`src/rtl/bcd_to_bin.sv`:
```
// Sequential packed-BCD to binary converter (reverse double-dabble).
// Each CONV cycle does one right shift of {bcd, bin}. It then applies the
// per-nibble "subtract 3 if >= 8" correction. After BIN_W shifts, bin holds the result.
module bcd_to_bin #(
    parameter int DIGITS = 4,
    parameter int BIN_W  = 14
) (
    input  logic                  clk_i,
    input  logic                  rst_ni,
    input  logic                  start_i,
    input  logic [4*DIGITS-1:0]   bcd_i,
    output logic                  busy_o,
    output logic                  done_o,
    output logic [BIN_W-1:0]      binary_o,
    output logic                  err_o
);

    localparam int BCD_W = 4 * DIGITS;
    localparam int CNT_W = $clog2(BIN_W) + 1;

    typedef enum logic [1:0] {
        IDLE = 2'd0,
        CONV = 2'd1,
        DONE = 2'd2
    } state_t;

    state_t             state_q, state_d;
    logic [BCD_W-1:0]   bcd_q, bcd_d;
    logic [BIN_W-1:0]   bin_q, bin_d;
    logic [BIN_W-1:0]   binary_q, binary_d;
    logic               err_q, err_d;
    logic [CNT_W-1:0]   cnt_q, cnt_d;

    logic [BCD_W-1:0]   bcd_shift;
    logic [BCD_W-1:0]   bcd_fix;
    logic [BIN_W-1:0]   bin_shift;
    logic               bcd_bad;

    // A nibble that is >= 8 after the shift held a "half ten". Subtracting 3
    // restores a valid BCD digit. Valid input never exceeds 12, so no underflow occurs.
    function automatic logic [3:0] fix_nibble(input logic [3:0] n);
        return (n >= 4'd8) ? (n - 4'd3) : n;
    endfunction

    // Any digit above 9 makes the whole input invalid.
    function automatic logic has_bad_digit(input logic [BCD_W-1:0] v);
        logic bad;
        bad = 1'b0;
        for (int d = 0; d < DIGITS; d++) begin
            if (v[4*d +: 4] > 4'd9) begin
                bad = 1'b1;
            end
        end
        return bad;
    endfunction

    // One shift step: the LSB of the BCD register enters the binary MSB,
    // then each BCD nibble is corrected independently (no cross-nibble carry).
    always_comb begin
        bcd_shift = {1'b0, bcd_q[BCD_W-1:1]};
        bin_shift = {bcd_q[0], bin_q[BIN_W-1:1]};
        bcd_fix   = '0;
        for (int d = 0; d < DIGITS; d++) begin
            bcd_fix[4*d +: 4] = fix_nibble(bcd_shift[4*d +: 4]);
        end
        bcd_bad = has_bad_digit(bcd_i);
    end

    // Next-state and datapath control. Results are latched on the edge that
    // enters DONE, so binary_o/err_o are already valid while done_o is high.
    always_comb begin
        state_d  = state_q;
        bcd_d    = bcd_q;
        bin_d    = bin_q;
        cnt_d    = cnt_q;
        binary_d = binary_q;
        err_d    = err_q;
        unique case (state_q)
            IDLE: begin
                if (start_i) begin
                    if (bcd_bad) begin
                        state_d  = DONE;
                        binary_d = '0;
                        err_d    = 1'b1;
                    end else begin
                        bcd_d   = bcd_i;
                        bin_d   = '0;
                        cnt_d   = '0;
                        state_d = CONV;
                    end
                end
            end
            CONV: begin
                bcd_d = bcd_fix;
                bin_d = bin_shift;
                cnt_d = cnt_q + 1'b1;
                if (cnt_q == CNT_W'(BIN_W - 1)) begin
                    state_d  = DONE;
                    binary_d = bin_shift;
                    err_d    = 1'b0;
                end
            end
            DONE: begin
                state_d = IDLE;
            end
            default: begin
                state_d = IDLE;
            end
        endcase
    end

    // State and datapath registers; reset aborts any conversion in flight.
    always_ff @(posedge clk_i or negedge rst_ni) begin
        if (!rst_ni) begin
            state_q  <= IDLE;
            bcd_q    <= '0;
            bin_q    <= '0;
            cnt_q    <= '0;
            binary_q <= '0;
            err_q    <= 1'b0;
        end else begin
            state_q  <= state_d;
            bcd_q    <= bcd_d;
            bin_q    <= bin_d;
            cnt_q    <= cnt_d;
            binary_q <= binary_d;
            err_q    <= err_d;
        end
    end

    assign busy_o   = (state_q == CONV);
    assign done_o   = (state_q == DONE);
    assign binary_o = binary_q;
    assign err_o    = err_q;

endmodule
```
`config.mk`:
```
export PLATFORM = sky130hd
export DESIGN_NAME = bcd_to_bin
export DESIGN_NICKNAME = d
export VERILOG_FILES = /design/src/rtl/bcd_to_bin.sv
export SDC_FILE = /design/constraint.sdc
export NUM_CORES = 1
export LEC_CHECK = 0
export CAP_MARGIN = 20
export CORE_MARGIN = 2
export CORE_UTILIZATION = 71
export CTS_BUF_LIST = sky130_fd_sc_hd__clkbuf_8
export DETAILED_ROUTE_END_ITERATION = 16
export DONT_BUFFER_PORTS = 1
export PLACE_DENSITY = 0.88
export SYNTH_ARGS = -nofsm -noshare
export SYNTH_HDL_FRONTEND = slang
export SYNTH_SLANG_ARGS = --single-unit
export TNS_END_PERCENT = 30
```
`constraint.sdc`:
```
create_clock -name clk_i -period 3.31 [get_ports clk_i]
set_input_delay 0.4965 -clock clk_i [delete_from_list [all_inputs] [get_ports clk_i]]
set_output_delay 0.4965 -clock clk_i [all_outputs]
set_load 0.01 [all_outputs]
```
==> results.txt, run 1 <==
Area after DPL -> 0.00267 mm2
CTS sink cnt -> 51
row count -> 22
Worst Clk Skew -> 6.01 ps
RR Endpoint -> binary_o[2]$_DFFE_PN0P_
CP Capture Point -> bin_q[10]$_DFFE_PN0P_
Root Buffer -> clkbuf_8
via count -> 2122
headroom to the max-slew limit -> 0.533
Max Slew Vio Count -> 0
reg2reg setup slack -> 1210 ps
IO buf count -> 0
# diodes -> 0
CTS Buffer Depth -> 2
ys async rst share -> 1.00
fmax -> 428 MHz
Synth area leaders -> dfrtp_1, nand2_1, o311ai_0
FF+latch count, synth -> 51
CTS tree -> built
average size of a mapped cell -> 9.73 um2
CP startpoint -> bcd_i[13]
RSZ-0062 raised after global routing -> false
Cells after Synth -> 276
IO Count -> 36
peak supply drop -> 0.482 mV
routed wl met2 -> 2.77 mm
CP Capture Type -> flip-flop
main combinational cell family by area after synthesis -> compound AO/OA/AOI/OAI gates
Final HPWL DP -> 3.92 mm
met3 WL -> 461 um
Setup crit start kind -> input pin
Final GP Congestion -> 0.884
reg2reg start -> cnt_q[1]$_DFFE_PN0P_
chip height -> 65.5 um
vias in the first global route -> 2144
Num CTS Buffers -> 5
Synth Area in Compound Gates -> 0.227
Final setup viols -> 0
Slowest cell on crit path -> nor2_1
Arr. time, crit path -> 2500 ps
global-route wire length before repair -> 10.2 mm
Yosys top cell by area -> dfrtp_1
share of the synthesized area in the top cell type -> 0.475
htree depth -> 2
WP depth -> 5
total gr overflow -> 0
HP Class -> input pin to asynchronous set/reset pin
drt drc -> 0
First-pass DRT Iterations -> 6
DR WL/cell -> 18.7 um
Post-CTS Setup Bufs -> 0
WP buf/inv -> 1
Seq/Total Area, Yosys -> 0.475
Max stage delay on crit path -> 710 ps
Post-Synth Simple-Gate Area -> 0.132
Post-DRT Antenna Nets -> 0
Crit Path Category -> input pin to flip-flop
Synth Area in Adders -> 0.0373
synthesis-to-finish area growth -> 4.94%
Routed WL -> 5.95 mm
synth warn -> 0
post-CTS sizing -> 0
Final period util -> 0.705
Clk Latency, worst-skew pair -> 300 ps
status -> finished clean
CP required -> 3470 ps
worst-path fanout max -> 13
synth cell count leaders -> dfrtp_1, nand2_1, inv_1
fin area -> 0.00282 mm2
clock-pin slew on the worst setup and hold paths -> 90 ps
Synth Area in XOR/XNOR -> 0.0261
antenna violations before repair -> 0
syn nets -> 303
R2R cell count -> 6
post-route setup TNS -> 0 ps
cts hold-fix bufs -> 1
fillcell total -> 237
layout cells sized above 1 -> 0.107
largest delay contributor family on the critical path -> simple AND/OR/NAND/NOR gates
# nets final -> 296
PwrDens -> 880 mW/mm2
Top Metal Used -> met4
Min Clock Period, post-route -> 2330 ps
Tightest Pin Transition -> 701 ps
Cell variety after synth -> 40
top-count cell post-synth -> dfrtp_1
core area -> 0.00366 mm2
largest net degree at the start of global routing -> 52
cell area after synthesis -> 0.00269 mm2
CP cell instances -> o21ai_0 -> nand4_1 -> nor2_1 -> buf_4 -> o311ai_0
max cap viols -> 0
Via density -> 6.67
number of synthesized flops with an enable pin -> 0
ys flop type -> dfrtp_1
GRT Total Usage -> 0.313
mux cell area share after synthesis -> 0.0275
Die X-Extent -> 65.5 um
die area -> 0.00429 mm2
P_leak -> 0.00126 uW
final hold viol count -> 0
initial core utilization -> 0.734
WL met1 -> 2.65 mm
DRT iter0 DRCs -> 225
-- state kept, by name, summed over array words and instances (netlist names) --
name / flops
binary_o: 14
cnt_q: 5
bin_q: 13
bcd_q: 16
err_o: 1
state_q: 2
-- cell usage in the layout, fill, tap and decap left out, types with 8 or more instances in the layout --
master,count
o21ai_0,14
nand2_1,36
a31oi_1,10
nand3_1,14
nor2_1,12
o311ai_0,13
a22o_1,9
dfrtp_1,51
ha_1,8
inv_1,24
-- report_power, final --
group	switching [uW]	internal, uW	leakage, uW
Sequential	268	851	0.000627
Combinational	497	405	0.000568
Clock	213	249	0.0000618
Total	978	1500	0.00126
-- routing by layer --
metal,global-route usage,vias to the layer above
met3,0.0873,9
met1,0.447,1041
li1,-,977
met5,0,-
met2,0.460,95
met4,0.117,0
-- cell families after synthesis --
family	count (synthesis)
AND/OR/NAND/NOR	74
multiplexers	7
flip-flops	51
AO/OA/AOI/OAI	84
XOR/XNOR	8
adder cells (fa/ha/maj)	8
buffers and inverters	44
-- stage by stage --
stage	instances	setup WS [ps]	hold slack, ps	total power (uW)	utilization
6_report	318	976	31.7	2480	0.770
5_1_grt	318	838	29.1	2680	0.770
4_1_cts	318	1060	44.8	2480	0.770
3_5_place_dp	309	734	202	2000	0.729
3_3_place_gp	309	777	202	1950	0.729
2_1_floorplan	276	1780	201	1800	-
-- worst min-delay path by stage --
stage	slack (ps)	end	depth (start not counted)	start
floorplan	200	bcd_q[0]$_DFFE_PN0P_	0	rst_ni
global placement	200	cnt_q[2]$_DFFE_PN0P_	0	rst_ni
detailed placement	200	state_q[0]$_DFFE_PN0P_	0	rst_ni
CTS	40	binary_o[12]$_DFFE_PN0P_	1	rst_ni
global route	30	binary_o[12]$_DFFE_PN0P_	1	rst_ni
finish	30	binary_o[12]$_DFFE_PN0P_	1	rst_ni
-- cell type report --
| cell class | instances | area [um2] | area share |
|---|---|---|---|
| clock buffer | 6 | 82.6 | 0.0293 |
| clock inverter | 2 | 38.8 | 0.0138 |
| inverter | 25 | 93.8 | 0.0333 |
| multi-input combinational | 181 | 1210 | 0.429 |
| sequential | 51 | 1280 | 0.453 |
| tap | 48 | 60.1 | 0.0213 |
| timing repair buffer | 5 | 57.6 | 0.0204 |
Power figures use the tool's default switching activity.
==> run 2, diff against run 1 <==
- CORE_UTILIZATION: 71 -> 59
- PLACE_DENSITY: 0.88 -> 0.79
- clock period: 3.31 -> 2.1 ns (I/O delays scaled with it)
==> run 2 against run 1 <==
Net effect: via count fell by 1.8%; clock skew up 2.6 ps; critical path depth decreased by 2; sequential power is 57% higher; first-iteration DRC count shrank 12%; sequential cell count stayed put; register-to-register slack got worse by 700 ps; cell area grew 2.0%; clock power is 28% higher; cell count grew 4.4%; worst setup slack got worse by 650 ps; die area is 19% higher; critical endpoint is now done_o; largest cell class unchanged.
==> results.txt, run 2 (synthesis results as in run 1) <==
status -> finished clean
Die X-Extent -> 71.5 um
fin area -> 0.00288 mm2
max cap viols -> 0
GRT Total Usage -> 0.242
Crit Path Category -> flip-flop to output port
antenna violations before repair -> 0
drt drc -> 0
reg2reg setup slack -> 510 ps
global-route wire length before repair -> 9.71 mm
chip height -> 71.5 um
Routed WL -> 5.82 mm
DR WL/cell -> 17.5 um
Final GP Congestion -> 0.906
htree depth -> 2
RSZ-0062 raised after global routing -> false
IO buf count -> 0
Root Buffer -> clkbuf_8
synthesis-to-finish area growth -> 7.03%
Worst Clk Skew -> 8.57 ps
via count -> 2083
DRT iter0 DRCs -> 199
headroom to the max-slew limit -> 0.747
Via density -> 6.27
commonest cells after routing, fill and taps aside -> dfrtp_1, nand2_1, inv_1
row count -> 24
P_leak -> 0.00129 uW
Biggest register -> bcd_q
die area -> 0.00511 mm2
fmax -> 564 MHz
peak supply drop -> 0.623 mV
Min-Delay Path Depth -> 2
largest net degree at the start of global routing -> 52
core area -> 0.00438 mm2
layout cells sized above 1 -> 0.136
Final HPWL DP -> 4.00 mm
worst hold slack -> 138 ps
Final setup viols -> 0
CP startpoint -> state_q[1]$_DFFE_PN0P_
CTS tree -> built
worst-path fanout max -> 32
Arr. time, crit path -> 1460 ps
Setup crit start kind -> flip-flop
CTS sink cnt -> 51
Min Clock Period, post-route -> 1770 ps
post-route setup TNS -> 0 ps
Clk Latency, worst-skew pair -> 310 ps
HP Class -> input pin to flip-flop
Area after DPL -> 0.00274 mm2
# nets final -> 306
CP required -> 1780 ps
CTS Buffer Depth -> 2
commonest non-fill, non-tap cell in the layout -> dfrtp_1
Post-CTS Setup Bufs -> 0
Hold Path Origin -> bcd_i[0]
total gr overflow -> 0
Final period util -> 0.844
final hold viol count -> 0
Max Slew Vio Count -> 0
max FFs per register -> 16
R2R cell count -> 7
reg2reg start -> cnt_q[1]$_DFFE_PN0P_
PwrDens -> 1330 mW/mm2
IO Count -> 36
First-pass DRT Iterations -> 5
# diodes -> 0
clock-pin slew on the worst setup and hold paths -> 100 ps
CP Capture Type -> output port
Post-DRT Antenna Nets -> 0
Tightest Pin Transition -> 380 ps
vias in the first global route -> 2001
initial core utilization -> 0.613
Num CTS Buffers -> 5
Tot Pwr -> 3810 uW
run 2: cell count changes in the layout (fill, tap and decap cells not counted):
| cell | previous run | this run |
|---|---|---|
| clkinv_4 | 0 | 1 |
| inv_6 | 1 | 2 |
| clkbuf_8 | 6 | 5 |
| buf_4 | 4 | 13 |
| dlygate4sd3_1 | 0 | 1 |
| bufinv_16 | 1 | 0 |
run 2: cell type report:
class                           instances  area, um2
Sequential cell                        51       1280
Multi-Input combinational cell        181       1210
Timing Repair Buffer                   15        135
Clock buffer                            5       68.8
Inverter                               25       93.8
Fill cell                             341       1510
Clock inverter                          3       26.3
Tap cell                               52       65.1
run 2: layer usage:
layer	track usage	vias to the layer above	wire [um]
met2	0.387	83	2780
met1	0.331	1000	2580
met5	0	-	0
li1	-	994	-
met3	0.0605	6	397
met4	0.0713	0	65
run 2: critical path: stages (launching register included):
cell     delay (ps)
dfrtp_1         360
buf_4           330
inv_1           230
nor2_1          230
run 2: worst paths after layout:
check | to
setup / recovery | done_o
hold / removal | bcd_q[0]$_DFFE_PN0P_
setup reg to reg | binary_o[1]$_DFFE_PN0P_
hold reg to reg | binary_o[12]$_DFFE_PN0P_
max in group asynchronous | bcd_q[3]$_DFFE_PN0P_
min in group asynchronous | cnt_q[3]$_DFFE_PN0P_
run 2: power by group:
group	switching (uW)	leakage (uW)	internal [uW]
clock network	346	0.0000491	246
logic	782	0.000616	678
registers	419	0.000627	1340
total	1550	0.00129	2260
run 2: through the flow:
| step | utilization | setup WS, ps | std cells |
|---|---|---|---|
| 4_1_cts | 0.656 | 323 | 332 |
| 3_3_place_gp | 0.626 | 489 | 322 |
| 5_1_grt | 0.656 | 270 | 332 |
| 3_5_place_dp | 0.626 | 408 | 322 |
| 6_report | 0.656 | 328 | 332 |
| 2_1_floorplan | - | 634 | 276 |
run 2: what timing repair did:
| item | in CTS | in global routing |
|---|---|---|
| hold buffers | 2 | 0 |
| hold endpoints to repair | 51 | 0 |
| gates resized for setup | 0 | 0 |
==> run 3, diff against run 2 <==
- CORE_UTILIZATION: 59 -> 66
- PLACE_DENSITY: 0.79 -> 0.83
- clock period: 2.1 -> 1.7 ns (I/O delays scaled with it)
==> run 3 against run 2 <==
Net effect: sequential power up 25%; first-iteration DRC count rose by 18%; hold slack worse by 66 ps; clock-buffer cell count up 1; die area decreased by 10%; routed wire length grew 8.7%; sequential cell count is the same; worst setup slack got worse by 280 ps; core utilization increased by 8.1 points; global-route usage increased by 7.2 points; cell count increased by 0.90%; critical endpoint unchanged; largest power group unchanged; highest routed layer unchanged.
==> results.txt, run 3 (synthesis results as in run 1) <==
status -> finished clean
Hold EP -> bcd_q[4]$_DFFE_PN0P_
Die X-Extent -> 67.8 um
P_leak -> 0.00132 uW
Final GP Congestion -> 0.836
Min-Delay Path Depth -> 2
vias in the first global route -> 2158
Final HPWL DP -> 4.20 mm
core area -> 0.00397 mm2
RR Endpoint -> binary_o[3]$_DFFE_PN0P_
max FFs per register -> 16
CP startpoint -> state_q[1]$_DFFE_PN0P_
CTS Buffer Depth -> 2
commonest non-fill, non-tap cell in the layout -> dfrtp_1
P_int -> 2880 uW
global-route wire length before repair -> 10.6 mm
post-route setup TNS -> 0 ps
row count -> 23
# nets final -> 311
Tightest Pin Transition -> 400 ps
reg2reg start -> cnt_q[1]$_DFFE_PN0P_
Post-CTS Setup Bufs -> 0
Post-DRT Antenna Nets -> 0
Root Buffer -> clkbuf_8
drt drc -> 0
First-pass DRT Iterations -> 6
largest net degree at the start of global routing -> 52
DRT iter0 DRCs -> 235
Clk Latency, worst-skew pair -> 320 ps
worst-path fanout max -> 20
# diodes -> 0
Num CTS Buffers -> 5
GRT Total Usage -> 0.314
HP Class -> input pin to flip-flop
fillcell total -> 295
Max Slew Vio Count -> 0
CP Capture Type -> output port
CP required -> 1440 ps
Logic pwr share -> 0.392
post-CTS sizing -> 0
max cap viols -> 0
fin area -> 0.00293 mm2
Final period util -> 0.972
IO Count -> 36
Hold Path Origin -> bcd_i[4]
peak supply drop -> 0.958 mV
total gr overflow -> 0
Via density -> 6.59
antenna violations before repair -> 0
Switching Fraction -> 0.408
register share of total power -> 0.451
CTS sink cnt -> 51
worst hold slack -> 72.2 ps
RSZ-0062 raised after global routing -> false
Final setup viols -> 0
DR WL/cell -> 18.9 um
Min Clock Period, post-route -> 1650 ps
cts hold-fix bufs -> 2
Biggest register -> bcd_q
commonest cells after routing, fill and taps aside -> dfrtp_1, nand2_1, inv_1
Worst Clk Skew -> 5.41 ps
Arr. time, crit path -> 1400 ps
via count -> 2209
die area -> 0.00460 mm2
fmax -> 605 MHz
final hold viol count -> 0
Switch Pwr -> 1980 uW
Crit Path Category -> flip-flop to output port
headroom to the max-slew limit -> 0.731
PwrDens -> 1660 mW/mm2
Setup crit start kind -> flip-flop
CTS tree -> built
fin util -> 0.737
R2R cell count -> 7
initial core utilization -> 0.676
synthesis-to-finish area growth -> 8.94%
clock network fraction of total power -> 0.157
layout cells sized above 1 -> 0.151
IO buf count -> 0
Routed WL -> 6.33 mm
clock-pin slew on the worst setup and hold paths -> 100 ps
chip height -> 67.8 um
Area after DPL -> 0.00279 mm2
reg2reg setup slack -> 150 ps
htree depth -> 2
-- run 3: cell types whose count changed in the layout (fill, tap and decap cells not counted), sizes merged --
cell / previous run / this run
clkinvlp: 0 / 1
clkbuf: 5 / 6
inv: 27 / 25
buf: 14 / 19
-- run 3: stage by stage --
step	worst slack (ps)	total power [uW]	std cells
after floorplan	234	3510	276
final	47.7	4860	335
after global placement	95.1	3910	325
after global routing	1.04	5260	335
after CTS	73.9	4830	335
after detailed placement	13.9	4040	325
-- run 3: worst max-delay path, stage by stage, from the launching register on --
cell	delay, ps
dfrtp_1	390
buf_4	270
inv_1	190
nor2_1	220
-- run 3: power by group through the flow --
stage | combinational [uW] | sequential (uW) | clock, uW
after floorplan | 1470 | 2040 | 0
after CTS | 1890 | 2180 | 763
after detailed placement | 1850 | 2190 | 0
final | 1910 | 2200 | 762
after global routing | 2170 | 2270 | 814
after global placement | 1740 | 2170 | 0
-- run 3: worst max-delay path by stage --
| stage | slack, ps | to |
|---|---|---|
| 3_3_place_gp | 100 | bcd_q[3]$_DFFE_PN0P_ |
| 4_1_cts | 70 | done_o |
| 3_5_place_dp | 10 | bcd_q[11]$_DFFE_PN0P_ |
| 5_1_grt | 1 | done_o |
| 2_1_floorplan | 230 | binary_o[10]$_DFFE_PN0P_ |
| 6_report | 50 | done_o |
-- run 3: area by class of cell --
cell class / count / area [um2] / share of cell area
clock buffer: 6 / 82.6 / 0.0282
clock inverter: 2 / 16.3 / 0.00556
inverter: 25 / 93.8 / 0.0321
multi-input combinational: 181 / 1210 / 0.413
sequential: 51 / 1280 / 0.436
tap: 50 / 62.6 / 0.0214
timing repair buffer: 20 / 185 / 0.0633
-- run 3: per-layer routing --
metal  vias to the layer above  global-route usage  wire length, um
met4                         0               0.120              164
met3                        20              0.0583              534
li1                       1008                   -                -
met1                      1072               0.442             2720
met5                         -                   0                0
met2                       109               0.484             2910
